$ cat src/rtl/wb_port_arbiter_pkg.sv
// Shared definitions for the register-file write-port arbiter.
//   REG_ADDR_W / NUM_REGS : register-file geometry
//   X0_ADDR               : hard-wired zero register
//   FIFO entry layout     : {rd[REG_ADDR_W-1:0], data[WIDTH-1:0]}, rd in the MSBs
package wb_port_arbiter_pkg;

    localparam int REG_ADDR_W = 5;
    localparam int NUM_REGS   = 32;

    typedef logic [REG_ADDR_W-1:0] reg_addr_t;

    localparam reg_addr_t X0_ADDR = '0;

    // Width of one buffered MDU result for a given data width.
    function automatic int entry_width(input int data_w);
        return REG_ADDR_W + data_w;
    endfunction

endpackage

$ cat src/rtl/wb_result_fifo.sv
// Small FIFO holding MDU results waiting for a free register-file write slot.
// Ports:
//   clk, rst_n    : clock, asynchronous active-low reset
//   push, push_entry : enqueue one entry (caller guarantees !full)
//   pop           : dequeue the head (caller guarantees !empty)
//   head_entry    : current head, valid while !empty
//   full, empty   : occupancy flags from the registered count
//   count         : number of stored entries, 0..DEPTH
module wb_result_fifo #(
    parameter int ENTRY_W = 37,
    parameter int DEPTH   = 2
) (
    input  logic                       clk,
    input  logic                       rst_n,
    input  logic                       push,
    input  logic [ENTRY_W-1:0]         push_entry,
    input  logic                       pop,
    output logic [ENTRY_W-1:0]         head_entry,
    output logic                       full,
    output logic                       empty,
    output logic [$clog2(DEPTH):0]     count
);

    localparam int PTR_W = $clog2(DEPTH);
    localparam int CNT_W = PTR_W + 1;

    logic [ENTRY_W-1:0] mem [DEPTH];
    logic [PTR_W-1:0]   wr_ptr;
    logic [PTR_W-1:0]   rd_ptr;
    logic [CNT_W-1:0]   count_q;

    // Storage is not reset; only the pointers and count define validity.
    always_ff @(posedge clk) begin
        if (push) begin
            mem[wr_ptr] <= push_entry;
        end
    end

    // Pointers wrap naturally because DEPTH is a power of two.
    always_ff @(posedge clk or negedge rst_n) begin
        if (!rst_n) begin
            wr_ptr  <= '0;
            rd_ptr  <= '0;
            count_q <= '0;
        end else begin
            if (push) begin
                wr_ptr <= wr_ptr + PTR_W'(1);
            end
            if (pop) begin
                rd_ptr <= rd_ptr + PTR_W'(1);
            end
            case ({push, pop})
                2'b10:   count_q <= count_q + CNT_W'(1);
                2'b01:   count_q <= count_q - CNT_W'(1);
                default: count_q <= count_q;
            endcase
        end
    end

    assign head_entry = mem[rd_ptr];
    assign count      = count_q;
    assign full       = (count_q == CNT_W'(DEPTH));
    assign empty      = (count_q == '0);

endmodule

$ cat src/rtl/wb_port_arbiter.sv
// Shares the single register-file write port between the in-order pipeline
// writeback (absolute priority, never stalled here) and the MDU, whose
// results are buffered until a free slot appears. Keeps a per-register
// pending scoreboard and asks the hazard unit for a bubble when MDU results
// are starved.
// Ports:
//   clk, rst_n                   : clock, asynchronous active-low reset
//   pipe_wb_valid/rd/data        : WB-stage regWrite, destination and mux output
//   mdu_issue_valid/rd           : MDU op issued this cycle and its destination
//   mdu_res_valid/rd/data, mdu_res_ready : MDU result handshake
//   rf_we, rf_waddr, rf_wdata    : register-file write port
//   pending                      : bit i set = MDU write to xi outstanding
//   stall_req                    : registered bubble request for the WB stage
//   proto_err                    : sticky protocol-violation flag
//
// Handshake: an MDU result transfers in any cycle where mdu_res_valid and
// mdu_res_ready are both high at the rising edge. ready depends only on the
// registered FIFO count (never on valid or on a same-cycle pop); the MDU
// must hold valid/rd/data stable until the transfer completes.
module wb_port_arbiter
    import wb_port_arbiter_pkg::*;
#(
    parameter int WIDTH        = 32,
    parameter int DEPTH        = 2,
    parameter int STARVE_LIMIT = 4
) (
    input  logic                  clk,
    input  logic                  rst_n,
    input  logic                  pipe_wb_valid,
    input  logic [REG_ADDR_W-1:0] pipe_wb_rd,
    input  logic [WIDTH-1:0]      pipe_wb_data,
    input  logic                  mdu_issue_valid,
    input  logic [REG_ADDR_W-1:0] mdu_issue_rd,
    input  logic                  mdu_res_valid,
    input  logic [REG_ADDR_W-1:0] mdu_res_rd,
    input  logic [WIDTH-1:0]      mdu_res_data,
    output logic                  mdu_res_ready,
    output logic                  rf_we,
    output logic [REG_ADDR_W-1:0] rf_waddr,
    output logic [WIDTH-1:0]      rf_wdata,
    output logic [NUM_REGS-1:0]   pending,
    output logic                  stall_req,
    output logic                  proto_err
);

    localparam int ENTRY_W  = entry_width(WIDTH);
    localparam int CNT_W    = $clog2(DEPTH) + 1;
    localparam int STARVE_W = 4;
    localparam logic [STARVE_W-1:0] LIMIT = STARVE_W'(STARVE_LIMIT);

    logic                  pipe_win;
    logic                  fifo_push;
    logic                  fifo_pop;
    logic                  fifo_full;
    logic                  fifo_empty;
    logic [CNT_W-1:0]      fifo_count;
    logic [ENTRY_W-1:0]    head_entry;
    logic [REG_ADDR_W-1:0] head_rd;
    logic [WIDTH-1:0]      head_data;
    logic                  res_accept;

    logic [NUM_REGS-1:0]   pending_q, pending_nxt, set_mask, clr_mask;
    logic [STARVE_W-1:0]   starve_q, starve_nxt;
    logic                  stall_q, stall_nxt;
    logic                  proto_q, proto_nxt;

    assign pipe_win  = pipe_wb_valid && (pipe_wb_rd != X0_ADDR);
    assign head_rd   = head_entry[ENTRY_W-1 -: REG_ADDR_W];
    assign head_data = head_entry[WIDTH-1:0];

    // The FIFO gets the port only when the pipe does not want it.
    assign fifo_pop = rst_n && !pipe_win && !fifo_empty;

    assign mdu_res_ready = rst_n && (fifo_count < CNT_W'(DEPTH));
    assign res_accept    = mdu_res_valid && mdu_res_ready;
    // x0 results complete the handshake but are dropped here.
    assign fifo_push     = res_accept && (mdu_res_rd != X0_ADDR) && !fifo_full;

    wb_result_fifo #(
        .ENTRY_W (ENTRY_W),
        .DEPTH   (DEPTH)
    ) u_fifo (
        .clk        (clk),
        .rst_n      (rst_n),
        .push       (fifo_push),
        .push_entry ({mdu_res_rd, mdu_res_data}),
        .pop        (fifo_pop),
        .head_entry (head_entry),
        .full       (fifo_full),
        .empty      (fifo_empty),
        .count      (fifo_count)
    );

    // Write port: zero-latency mux, forced idle during reset.
    always_comb begin
        rf_we    = 1'b0;
        rf_waddr = '0;
        rf_wdata = '0;
        if (rst_n) begin
            if (pipe_win) begin
                rf_we    = 1'b1;
                rf_waddr = pipe_wb_rd;
                rf_wdata = pipe_wb_data;
            end else if (!fifo_empty) begin
                rf_we    = 1'b1;
                rf_waddr = head_rd;
                rf_wdata = head_data;
            end
        end
    end

    // Scoreboard: set on issue, clear on FIFO retirement; set wins.
    always_comb begin
        set_mask = '0;
        clr_mask = '0;
        if (mdu_issue_valid && (mdu_issue_rd != X0_ADDR)) begin
            set_mask[mdu_issue_rd] = 1'b1;
        end
        if (fifo_pop) begin
            clr_mask[head_rd] = 1'b1;
        end
        pending_nxt    = (pending_q & ~clr_mask) | set_mask;
        pending_nxt[0] = 1'b0;
    end

    // Starvation: count blocked cycles; stall_req rises on the edge where
    // the count reaches the limit and drops on the edge of the next pop.
    always_comb begin
        starve_nxt = starve_q;
        if (fifo_pop || fifo_empty) begin
            starve_nxt = '0;
        end else if (pipe_win && (starve_q < LIMIT)) begin
            starve_nxt = starve_q + STARVE_W'(1);
        end

        stall_nxt = stall_q;
        if (fifo_pop) begin
            stall_nxt = 1'b0;
        end else if (starve_nxt == LIMIT) begin
            stall_nxt = 1'b1;
        end
    end

    always_comb begin
        proto_nxt = proto_q;
        if (pipe_win && pending_q[pipe_wb_rd]) begin
            proto_nxt = 1'b1;
        end
        if (mdu_issue_valid && (mdu_issue_rd != X0_ADDR) && pending_q[mdu_issue_rd]) begin
            proto_nxt = 1'b1;
        end
        if (res_accept && (mdu_res_rd != X0_ADDR) && !pending_q[mdu_res_rd]) begin
            proto_nxt = 1'b1;
        end
    end

    always_ff @(posedge clk or negedge rst_n) begin
        if (!rst_n) begin
            pending_q <= '0;
            starve_q  <= '0;
            stall_q   <= 1'b0;
            proto_q   <= 1'b0;
        end else begin
            pending_q <= pending_nxt;
            starve_q  <= starve_nxt;
            stall_q   <= stall_nxt;
            proto_q   <= proto_nxt;
        end
    end

    assign pending   = pending_q;
    assign stall_req = stall_q;
    assign proto_err = proto_q;

endmodule

$ cat config.mk
export PLATFORM = sky130hd
export DESIGN_NAME = wb_port_arbiter
export DESIGN_NICKNAME = d
export VERILOG_FILES = /design/src/rtl/wb_port_arbiter_pkg.sv /design/src/rtl/wb_result_fifo.sv /design/src/rtl/wb_port_arbiter.sv
export SDC_FILE = /design/constraint.sdc
export NUM_CORES = 1
export LEC_CHECK = 0
export BUFFER_PORTS_ARGS = -buffer_cell sky130_fd_sc_hd__buf_4
export CORE_MARGIN = 1.5
export CORE_UTILIZATION = 55
export CTS_BUF_LIST = sky130_fd_sc_hd__clkbuf_4
export CTS_CLUSTER_SIZE = 12
export DETAILED_ROUTE_END_ITERATION = 16
export PLACE_DENSITY = 0.86
export SYNTH_ARGS = -nofsm -noshare
export SYNTH_HDL_FRONTEND = slang
export SYNTH_HIERARCHICAL = 1
export SYNTH_SLANG_ARGS = --single-unit
$ cat constraint.sdc
create_clock -name clk -period 4.1 [get_ports clk]
set_clock_uncertainty 0.05 [all_clocks]
set_input_delay 0.41 -clock clk [delete_from_list [all_inputs] [get_ports clk]]
set_output_delay 0.41 -clock clk [all_outputs]
set_load 0.01 [all_outputs]
==> run_results.csv <==
group,metric,value,unit
outcome,status,"complete, no violations",
floorplanning,num_rows,37,
clocking,cts-root-buf,"clkbuf_4",
yosys,synth_edf_count,74,
yosys,synthesis.nets,549,
sta,tightest_slew,1320,ps
sta,period_minus_slack,3310,ps
power,p_int,2.80,mW
critical_path,arrival,2850,ps
yosys,synth_ff_type,"edfxtp_1",
power,clkPwrFrac,20.5,%
routing,dr_wl_met3,1880,um
yosys,synthArstFlopShare,35.7,%
sta,relSlewSlack,12.0,%
power,p_switching,1.57,mW
power,switching_share,36.0,%
placed_design,place.gp.congestion,0.959,
yosys,ys_ff_latch,115,
floorplanning,die_area,11400,um^2
power,power.total,4.37,mW
critical_path,crit_path_max_fanout,30,
routing,wl_met1,6960,um
cells_and_area,drive_gt1_share,38.6,%
placed_design,pre_cts_ws,873,ps
cells_and_area,n_fill_cell,602,
routing,highest_layer,"met5",
sta,hold_viol,0,
worst_hold_path,hold_end,"u_fifo/mem[0][36]$_DFFE_PP_",
clocking,clock-sinks,115,
sta,maxSlewViolCount,0,
cells_and_area,final-instance-count-excl-fill,791,
clocking,cts_tree,"built",
critical_path,rr_endpoint,"u_fifo/mem[1][34]$_DFFE_PP_",
yosys,synthCells,463,
critical_path,worst-setup-path-type,"input pin to output port",
critical_path,cp-end-kind,"output port",
yosys,netlist_area,5910,um^2
routing,wirelength,18700,um
power,max-vdd-ir-drop,0.000326,V
critical_path,worst-r2r-setup-slack,1760,ps
placed_design,post-dp-hpwl,11600,um
worst_hold_path,min-delay-start,"mdu_res_rd[4]",
global_routing,grt_max_degree,38,
worst_hold_path,hold_path.class,"input pin to register",
yosys,synthDistinctLibCells,55,
critical_path,crit_slowest_cell,"or4_1",
power,p_leak,3.16,nW
global_routing,antenna_found_initial,1,
critical_path,r2r_cells,4,
routing,drtPass1Iterations,6,
clocking,post_cts_buffers,0,
critical_path,required,3640,ps
floorplanning,die_x,107,um
sta,fmax,302,MHz
placed_design,dp_cells,726,
routing,wl_per_cell,23.6,um
floorplanning,core-area,10400,um^2
cells_and_area,diodes,0,
clocking,htree_num_levels,4,
critical_path,critPathLaunchType,"input pin",
yosys,syn_avg_cell_area,12.8,um^2
floorplanning,initial_core_util,57.0,%
floorplanning,die-height,107,um
routing,detail-route-antenna-nets,0,
global_routing,grt_pass1_vias,4985,
clocking,insertion_delay,530,ps
routing,drtIter0Drc,608,
critical_path,cp_cell_sequence,"buf_4, or4_1, o21ai_2, nor3b_4, buf_4, a22o_1, buf_4",
routing,route.vias.total,5168,
critical_path,r2r-start,"u_fifo/count[1]$_DFFE_PN0P_",
clocking,cts_resized,0,
critical_path,crit_top_cell,"buf_4",
job,maxCapViolations,0,
critical_path,slowest_delay,570,ps
worst_hold_path,min_path_cells,1,
routing,drc,0,
sta,rsz0062_at_grt,"false",
sta,fin_ws,786,ps
power,power_density,563,nW/um^2
global_routing,overflow,0,
clocking,clk_pin_slew,80,ps
sta,final.setup.tns,0,ps
cells_and_area,fin_nets,728,
floorplanning,io_pins,157,
placed_design,port-buffer-count,155,
global_routing,grt_pass1_wl,27600,um
cells_and_area,area_delta_synth_final,31.2,%
clocking,clock_path_buffers,2,
yosys,yosysWarnings,6,
sta,setup_violations,0,
power,power_frac_comb,38.1,%
routing,vias_per_cell,6.53,
clocking,cts_buffers,17,
power,seq_power_share,41.4,%
yosys,synth_seq_area_share,55.0,%
routing,dr_wl_met2,9170,um
global_routing,grt_usage,32.6,%
sta,finalCritPeriodShare,80.8,%
==> power groups by stage <==
stage | clock, mW | combinational (mW) | sequential, mW
3_5_place_dp | 0 | 1.59 | 1.80
3_3_place_gp | 0 | 1.54 | 1.78
4_1_cts | 0.867 | 1.62 | 1.78
6_report | 0.895 | 1.67 | 1.81
5_1_grt | 0.949 | 1.77 | 1.83
2_1_floorplan | 0 | 0.967 | 1.75
==> state kept, by name (all words and copies together), names as in the netlist <==
register / cells
pending: 31
proto_err: 1
stall_req: 1
starve_q: 4
u_fifo/count: 2
u_fifo/mem: 74
u_fifo/rd_ptr: 1
u_fifo/wr_ptr: 1
==> Yosys cell counts (2+ instances only) <==
cell	instances	area, um^2
nor4b_1	2	17.5
o311ai_0	2	17.5
nand4_1	3	18.8
nor2_1	19	71.3
a311oi_1	2	17.5
or4_1	2	15.0
nand2_1	29	109
edfxtp_1	74	2220
mux2i_1	17	170
o21ai_0	58	290
a21oi_1	11	55.1
ha_1	2	25.0
nand3b_1	7	52.6
xnor2_1	2	17.5
o21ai_1	2	10.0
buf_2	9	45.0
o31ai_1	3	22.5
nor2b_1	6	37.5
xor2_1	3	26.3
or3_1	5	31.3
o41ai_1	2	17.5
buf_6	3	33.8
clkbuf_1	18	67.6
nor3_1	7	35.0
inv_1	5	18.8
mux4_2	14	315
nand2b_1	6	37.5
o2111ai_1	2	17.5
dfrtp_1	41	1030
mux2_2	21	236
nand4b_1	2	17.5
mux2_4	20	300
nand3_1	8	40.0
nor4_1	2	12.5
a22o_1	33	289
nor3b_1	2	15.0
==> metal layers <==
metal  global-route usage (%)  vias up
met5                        0        -
met4                     13.2        2
met3                     7.96       71
met2                     55.2      434
met1                     40.2     2496
li1                         -     2165
==> timing repair <==
action,CTS,global route
hold buffers,27,6
endpoints found under the setup margin,0,0
endpoints found under the hold margin,56,11
==> placed cells by master (no fill, tap or decap), types with 6 or more instances in the layout <==
master,Yosys,final
a21oi_1,11,11
a22o_1,33,33
buf_4,1,159
clkbuf_4,0,21
dfrtp_1,41,40
dlygate4sd3_1,0,33
edfxtp_1,74,74
mux2_2,21,21
mux2_4,20,20
mux2i_1,17,17
mux4_2,14,14
nand2_1,29,29
nand2b_1,6,6
nand3_1,8,8
nand3b_1,7,7
nor2_1,19,17
nor2b_1,6,6
nor3_1,7,7
o21ai_0,58,58
==> logic make-up (layout without fill, tap and decap cells) <==
logic type	count (synthesis)	count (layout)	synth area share, %
AND/OR/NAND/NOR	105	105	9.47
flip-flops	115	115	55.0
multiplexers	72	72	17.3
other	1	1	0.0635
XOR/XNOR	5	5	0.741
AO/OA/AOI/OAI	126	126	14.0
adder cells (fa/ha/maj)	2	2	0.423
buffers and inverters	37	229	2.99
==> final cells by class <==
| cell class | count | area (um^2) | area share (%) |
|---|---|---|---|
| well taps | 136 | 170 | 2.19 |
| clock buffers | 21 | 158 | 2.03 |
| clock inverters | 11 | 138 | 1.78 |
| repair buffers | 192 | 1520 | 19.7 |
| flip-flops and latches | 115 | 3250 | 41.9 |
| multi-input cells | 311 | 2490 | 32.2 |
| inverters | 5 | 18.8 | 0.242 |
==> worst max path at each step <==
stage / start / end / cells after the start
final: pipe_wb_rd[3] / rf_wdata[19] / 7
after global routing: pipe_wb_rd[3] / rf_wdata[19] / 7
after CTS: rst_n / rf_wdata[0] / 6
after detailed placement: pipe_wb_rd[3] / rf_wdata[0] / 7
after global placement: pipe_wb_rd[3] / rf_wdata[0] / 7
after floorplan: mdu_res_rd[1] / u_fifo/mem[0][0]$_DFFE_PP_ / 6
==> critical path, delay by kind of cell <==
kind	cells	cell delay, ps
AO/OA/AOI/OAI	2	650
buffers and inverters	3	680
AND/OR/NAND/NOR	2	1100
==> per-stage QoR <==
stage / util [%] / instance area [um^2] / hold WS, ps
after floorplan: - / 5910 / 64.4
after global placement: 68.7 / 7130 / 224
after detailed placement: 68.7 / 7130 / 225
after CTS: 74.2 / 7690 / 0.0516
after global routing: 74.8 / 7750 / 27.5
final: 74.8 / 7750 / 67.7
Note: power is estimated with default switching activity, not from simulation.
